### config.mk
export PLATFORM = sky130hd
export DESIGN_NAME = semaforo_monitor
export DESIGN_NICKNAME = d
export VERILOG_FILES = /design/src/rtl/semaforo_monitor.sv
export SDC_FILE = /design/constraint.sdc
export NUM_CORES = 1
export LEC_CHECK = 0
export ABC_AREA = 1
export ABC_CLOCK_PERIOD_IN_PS = 3000
export BUFFER_PORTS_ARGS = -buffer_cell sky130_fd_sc_hd__buf_2
export CAP_MARGIN = 5
export CORE_MARGIN = 2
export CORE_UTILIZATION = 50
export DETAILED_ROUTE_END_ITERATION = 12
export PLACE_DENSITY = 0.72
export SKIP_LAST_GASP = 1
export SYNTH_ARGS = -nofsm -noshare
export SYNTH_HDL_FRONTEND = slang
export SYNTH_SLANG_ARGS = --single-unit
### constraint.sdc
create_clock -name clk -period 3 [get_ports clk]
set_input_delay 0.45 -clock clk [delete_from_list [all_inputs] [get_ports clk]]
set_output_delay 0.45 -clock clk [all_outputs]
set_load 0.01 [all_outputs]
### src/rtl/semaforo_monitor.sv
`default_nettype none
// ============================================================================
// Module   : semaforo_monitor
// Purpose  : Passive run-time checker for the semaforo light outputs.
//            Tracks the colour and phase length of both lights. Reports
//            bad encodings, conflicting greens, illegal colour steps and
//            light-A phase-duration errors.
// Revision : 1.0 - initial release
// ============================================================================
module semaforo_monitor #(
  parameter logic [7:0] VERDE    = 8'd3,
  parameter logic [7:0] AMARELO  = 8'd1,
  parameter logic [7:0] VERMELHO = 8'd2
) (
  input  logic       clk,
  input  logic       rst,
  input  logic       bt,
  input  logic [2:0] A,
  input  logic [2:0] B,
  output logic       viol,
  output logic       err,
  output logic [2:0] err_code,
  output logic [7:0] a_cycles
);

  // One-hot light colours, matching the semaforo output encoding
  typedef enum logic [2:0] {
    COL_RED = 3'b100,
    COL_YEL = 3'b010,
    COL_GRN = 3'b001
  } colour_t;

  // Violation codes; a lower value has priority
  localparam logic [2:0] CODE_NONE     = 3'd0;
  localparam logic [2:0] CODE_ENC      = 3'd1;
  localparam logic [2:0] CODE_CONFLICT = 3'd2;
  localparam logic [2:0] CODE_SEQ      = 3'd3;
  localparam logic [2:0] CODE_LONG     = 3'd4;
  localparam logic [2:0] CODE_SHORT    = 3'd5;

  localparam logic [7:0] CNT_MAX = 8'hFF;

  // Tracked state of light A
  colour_t    a_col, a_col_nxt;
  logic       a_valid, a_valid_nxt;
  logic [7:0] a_cnt, a_cnt_nxt;
  logic       a_full, a_full_nxt;   // current phase began after a real change
  logic       bt_seen, bt_seen_nxt;

  // Tracked state of light B
  colour_t    b_col, b_col_nxt;
  logic       b_valid, b_valid_nxt;

  // Registered outputs
  logic       viol_nxt;
  logic       err_nxt;
  logic [2:0] err_code_nxt;
  logic [7:0] a_cycles_nxt;

  // Per-sample check terms
  logic       a_ok, b_ok;
  logic       a_changed, b_changed;
  logic       enc_bad, conflict, seq_bad, long_bad, short_bad;
  logic       a_exempt;
  logic [7:0] a_limit;
  logic [7:0] a_cnt_inc;
  logic [2:0] code;

  // Allowed steps: G->Y, Y->R, R->G, or staying on the same colour
  function automatic logic step_ok(input colour_t prev, input logic [2:0] cur);
    case (prev)
      COL_GRN: step_ok = (cur == COL_GRN) || (cur == COL_YEL);
      COL_YEL: step_ok = (cur == COL_YEL) || (cur == COL_RED);
      COL_RED: step_ok = (cur == COL_RED) || (cur == COL_GRN);
      default: step_ok = 1'b0;
    endcase
  endfunction

  // Required phase length of light A for a given colour
  function automatic logic [7:0] colour_limit(input colour_t c);
    case (c)
      COL_GRN: colour_limit = VERDE;
      COL_YEL: colour_limit = AMARELO;
      default: colour_limit = VERMELHO;
    endcase
  endfunction

  // Evaluate this sample's violations and the next tracking state
  always_comb begin
    a_col_nxt    = a_col;
    a_valid_nxt  = a_valid;
    a_cnt_nxt    = a_cnt;
    a_full_nxt   = a_full;
    bt_seen_nxt  = bt_seen;
    b_col_nxt    = b_col;
    b_valid_nxt  = b_valid;
    a_cycles_nxt = a_cycles;
    code         = CODE_NONE;

    a_ok      = $onehot(A);
    b_ok      = $onehot(B);
    enc_bad   = !a_ok || !b_ok;
    conflict  = (A != COL_RED) && (B != COL_RED);
    a_changed = a_valid && a_ok && (A != a_col);
    b_changed = b_valid && b_ok && (B != b_col);
    seq_bad   = (a_changed && !step_ok(a_col, A)) ||
                (b_changed && !step_ok(b_col, B));

    a_limit   = colour_limit(a_col);
    a_cnt_inc = (a_cnt == CNT_MAX) ? CNT_MAX : a_cnt + 8'd1;

    // Overstay fires only on the sample where the count first passes the
    // limit; with a limit of 255 the saturating counter never gets there.
    long_bad  = a_valid && a_ok && !a_changed && a_full &&
                ({1'b0, a_cnt_inc} == ({1'b0, a_limit} + 9'd1));

    // A pedestrian request legitimately shortens green
    a_exempt  = (a_col == COL_GRN) && bt_seen;
    short_bad = a_changed && a_full && (a_cnt < a_limit) && !a_exempt;

    if (enc_bad) begin
      code = CODE_ENC;
    end else if (conflict) begin
      code = CODE_CONFLICT;
    end else if (seq_bad) begin
      code = CODE_SEQ;
    end else if (long_bad) begin
      code = CODE_LONG;
    end else if (short_bad) begin
      code = CODE_SHORT;
    end

    // Light A: a bad encoding leaves the tracked state untouched; any other
    // sample is adopted so checking resynchronises after a violation.
    if (a_ok) begin
      if (!a_valid) begin
        a_valid_nxt = 1'b1;
        a_col_nxt   = colour_t'(A);
        a_cnt_nxt   = 8'd1;
        a_full_nxt  = 1'b0;
        bt_seen_nxt = (A == COL_GRN) && bt;
      end else if (a_changed) begin
        a_col_nxt   = colour_t'(A);
        a_cnt_nxt   = 8'd1;
        a_full_nxt  = 1'b1;
        bt_seen_nxt = (A == COL_GRN) && bt;
        if ((a_col == COL_RED) && (A == COL_GRN)) begin
          a_cycles_nxt = a_cycles + 8'd1;
        end
      end else begin
        a_cnt_nxt = a_cnt_inc;
        if ((a_col == COL_GRN) && bt) begin
          bt_seen_nxt = 1'b1;
        end
      end
    end

    // Light B: colour tracking only, no duration accounting
    if (b_ok) begin
      b_valid_nxt = 1'b1;
      b_col_nxt   = colour_t'(B);
    end

    viol_nxt     = (code != CODE_NONE);
    err_nxt      = err || viol_nxt;
    err_code_nxt = (!err && viol_nxt) ? code : err_code;
  end

  // State and output registers, cleared asynchronously
  always_ff @(posedge clk or posedge rst) begin
    if (rst) begin
      a_col    <= COL_RED;
      a_valid  <= 1'b0;
      a_cnt    <= 8'd0;
      a_full   <= 1'b0;
      bt_seen  <= 1'b0;
      b_col    <= COL_RED;
      b_valid  <= 1'b0;
      viol     <= 1'b0;
      err      <= 1'b0;
      err_code <= CODE_NONE;
      a_cycles <= 8'd0;
    end else begin
      a_col    <= a_col_nxt;
      a_valid  <= a_valid_nxt;
      a_cnt    <= a_cnt_nxt;
      a_full   <= a_full_nxt;
      bt_seen  <= bt_seen_nxt;
      b_col    <= b_col_nxt;
      b_valid  <= b_valid_nxt;
      viol     <= viol_nxt;
      err      <= err_nxt;
      err_code <= err_code_nxt;
      a_cycles <= a_cycles_nxt;
    end
  end

endmodule
`default_nettype wire
==> Implementation_results.wiki <==
{| class="wikitable"
! Metric !! Value
|-
| Total gr overflow || 0
|-
| Crit-path cells || buf_2, inv_2, fa_1, inv_1, nand2_2, nor2_2, nand4_1, nor3_2, nand3_1, nand2_1, nand2_2, nand3_4, nand2_4, nand2_1, nand2_1
|-
| Hold Path Class || in -> async
|-
| Die boundary width || 66.84 um
|-
| DR WL/cell || between 10 and 15 um
|-
| Post-synthesis cell count || 262
|-
| Flop2flop setup slack || 0.88 ns
|-
| Max Transition Viols Final || 0
|-
| Hpwl dp || 3097 um
|-
| Unrepaired setup endpoints after global routing || no
|-
| Final weighted congestion in routability-driven placement || about 0.9
|-
| Clock slew at reported path FFs || 0.07 ns
|-
| Floorplan die area || 0.004468 mm^2
|-
| Number of global-route vias before repair || 1636
|-
| Number of setup violations in the final report || 0
|-
| Longest Clk Path Bufs || 2
|-
| Placement row count || 22
|-
| Startpoint class of the critical path || input port
|-
| Slowest Stage Delay on Critical Path || 0.46 ns
|-
| Number of levels the H-tree was split into || 2
|-
| Top post-synthesis cells by area || dfrtp_1 37%, nand2_1 14%, nand3_1 6.3%, inv_1 5.9%, o21ai_0 4.6%
|-
| Hold Fails Final Rpt || 0
|-
| Port Buf Inserts || 21
|-
| Most Frequent Cell on Critical Path || nand2_1
|-
| Number of clock buffers inserted by TritonCTS || 5
|-
| CP arrival || 2.42 ns
|-
| Starting utilization of the core area || 0.5313
|-
| Setup clock skew after layout || slightly below 0.008 ns
|-
| Run status || completed
|-
| Hold bufs inserted after CTS || 0
|-
| Reg2Reg Depth || 14
|-
| Detailed Routing Iterations Pass 1 || 4
|-
| Total Neg Setup Slack || 0 ns
|-
| Total Routed Length || roughly 4200 um
|-
| Startpoint of the worst register-to-register path || a_col[2]
|-
| Area growth syn-to-layout || 14.45%
|-
| Post-cts sizing count || 0
|-
| CTS root buffer || clkbuf_8
|-
| Endpoint of the worst register-to-register path || err_code[0]
|-
| NumNets Final || about 300
|-
| Initial antenna violation count || 0
|-
| Endpoint required time on the critical path || 3.19 ns
|-
| Final antenna diode count || 0
|-
| Static power due to leakage || 0.001208 uW
|-
| Sequential element share of the synthesized area || 0.3942
|-
| Post-Syn Nets || 276
|-
| Number of design rule violations left after detail routing || 0
|-
| Seq cells post-synth || 31
|-
| Final critical-path required period || 2.235 ns
|-
| Maximum fanout along the worst path || 9
|-
| Endpoint kind of the worst setup timing path || register
|-
| Post-route cell area || 0.002260 mm^2
|-
| Share of layout cells above drive strength 1 || 0.2062
|-
| Kind of critical path || in -> reg
|-
| Fraction of post-synthesis cell area in the top cell type by area || 0.3676
|-
| Slowest CP cell || fa_1
|-
| Number of distinct library cells after synthesis || 33
|-
| Max_slew headroom || 0.7145
|-
| Global Route Usage Sum || 0.2201
|-
| Largest voltage drop on the vdd net || 0.3149 mV
|-
| Count of warnings emitted by yosys || 0
|-
| Drt initial violations || 74
|-
| Top Ports || 22
|-
| Mean number of vias per cell || 5.088
|-
| Fillers || between 300 and 400
|-
| Average cell area after synthesis || 7.536 um^2
|-
| Portion of the clock cycle consumed by the worst path in the final layout || 0.7451
|-
| Residual antenna-violating net count after detailed routing || 0
|-
| Post CTS Setup Buffer Count || 0
|-
| Max-capacitance violation count || 0
|-
| Clk sinks || 31
|-
| Largest net degree at the start of global routing || 32
|-
| Pwr Density || roughly 630 mW/mm^2
|-
| Worst slack after detailed placement || roughly 0.49 ns
|-
| Core area || 0.003716 mm^2
|-
| Clock tree from TritonCTS || built
|-
| First-pass GRT wire length || 7224 um
|-
| Clock insertion delay at the later pin of the skew report || just under 0.3 ns
|-
| Worst-case setup margin in the final layout || 0.7646 ns
|-
| Chip Height || 66.84 um
|-
| Top achievable clock speed || ~0.45 GHz
|-
| Total number of vias || 1725
|-
| Netlist area before placement || 0.001974 mm^2
|-
| Placed Instance Area || 0.002142 mm^2
|-
| Least-Margin Pin Slew || 0.4267 ns
|-
| Cell type contributing the most total cell area after synthesis || dfrtp_1
|}
kinds of logic after synthesis:
group                    count (synthesis)  share of synthesized area
AO/OA/AOI/OAI                           26                    0.07605
flip-flops                              31                     0.3942
buffers and inverters                   37                    0.07097
multiplexers                             1                   0.005703
XOR/XNOR                                11                    0.04879
AND/OR/NAND/NOR                        151                     0.3650
adder cells (fa/ha/maj)                  5                    0.03929
per-layer routing:
layer,vias up,global-route usage,share of wire
li1,889,-,-
met1,773,0.2752,0.45
met2,53,0.3525,0.47
met3,10,0.03547,0.054
met4,0,0.1378,0.025
met5,-,0,0
cells in the final DEF (no fill, tap or decap), drive strengths merged:
cell type / netlist / final
inv: 36 / 36
xor2: 6 / 6
clkbuf: 0 / 6
o21ai: 19 / 19
o22ai: 1 / 1
dfstp: 2 / 2
a22o: 1 / 1
nand4: 5 / 5
nor3b: 1 / 1
nor3: 3 / 3
a21oi: 5 / 5
bufinv: 0 / 1
nand3: 30 / 30
nand3b: 1 / 1
mux2: 1 / 1
ha: 3 / 3
nand2: 83 / 83
nor2: 26 / 26
or2: 2 / 2
buf: 1 / 22
fa: 2 / 2
clkinv: 0 / 1
dfrtp: 29 / 29
xnor2: 5 / 5
Yosys cell counts:
library cell / n
nor3b_2: 1
nand3_4: 1
ha_1: 3
nand2_2: 6
nor2_4: 1
nand4_1: 5
dfrtp_1: 29
a21oi_2: 1
nor2_1: 23
buf_2: 1
nor2_2: 2
nor3_1: 2
nand3_2: 4
nand2_4: 2
a21oi_4: 1
fa_1: 2
mux2_2: 1
o21ai_1: 1
o22ai_1: 1
dfstp_2: 2
nand3_1: 25
or2_4: 1
o21ai_0: 18
or2_2: 1
a22o_1: 1
a21oi_1: 3
inv_1: 31
inv_2: 5
xor2_1: 6
nand2_1: 75
nor3_2: 1
nand3b_1: 1
xnor2_1: 5
final cells by class:
type	instances	area [um^2]	share of cell area
repair buffers	22	112.6	0.04983
multi-input cells	194	1056	0.4673
clock inverters	2	35.03	0.01550
inverters	36	135.1	0.05980
clock buffers	6	82.58	0.03654
flip-flops and latches	31	778.2	0.3444
well taps	48	60.06	0.02658
how the worst max path moves through the flow:
stage,slack [ns],from,cells after the start,end
global route,0.59,A[0],15,err_code[1]
finish,0.76,A[0],15,err_code[0]
detailed placement,0.49,A[0],15,err_code[0]
floorplan,0.85,A[0],14,err_code[0]
global placement,0.56,A[0],15,err_code[0]
CTS,0.79,A[0],15,err_code[0]
metrics by stage:
stage / power, uW / hold slack (ns) / instances / util
floorplan: 895.4 / 0.4229 / 262 / -
global placement: 996.2 / 0.4373 / 331 / 0.5764
detailed placement: 1001 / 0.4388 / 331 / 0.5764
CTS: 1443 / 0.2314 / 339 / 0.6081
global route: 1544 / 0.2717 / 339 / 0.6081
finish: 1431 / 0.2213 / 339 / 0.6081
sequential cells by signal, summed over array words and instances, names as in the netlist:
| register | cells |
|---|---|
| viol | 1 |
| a_valid | 1 |
| a_cycles | 8 |
| b_col | 3 |
| a_full | 1 |
| bt_seen | 1 |
| err | 1 |
| a_col | 3 |
| b_valid | 1 |
| a_cnt | 8 |
| err_code | 3 |
worst max-delay path, delay by kind of cell:
family | cells | cell delay [ns]
AND/OR/NAND/NOR | 11 | 1.25
adder cells (fa/ha/maj) | 1 | 0.46
buffers and inverters | 3 | 0.25
power breakdown:
| group | switching [uW] | leakage [uW] | internal (uW) |
|---|---|---|---|
| sequential | 64.5 | 0.000372 | 486 |
| combinational | 284 | 0.000775 | 166 |
| clock | 162 | 0.0000612 | 268 |
| total | 511 | 0.00121 | 920 |
Note: power is estimated with default switching activity, not from simulation.
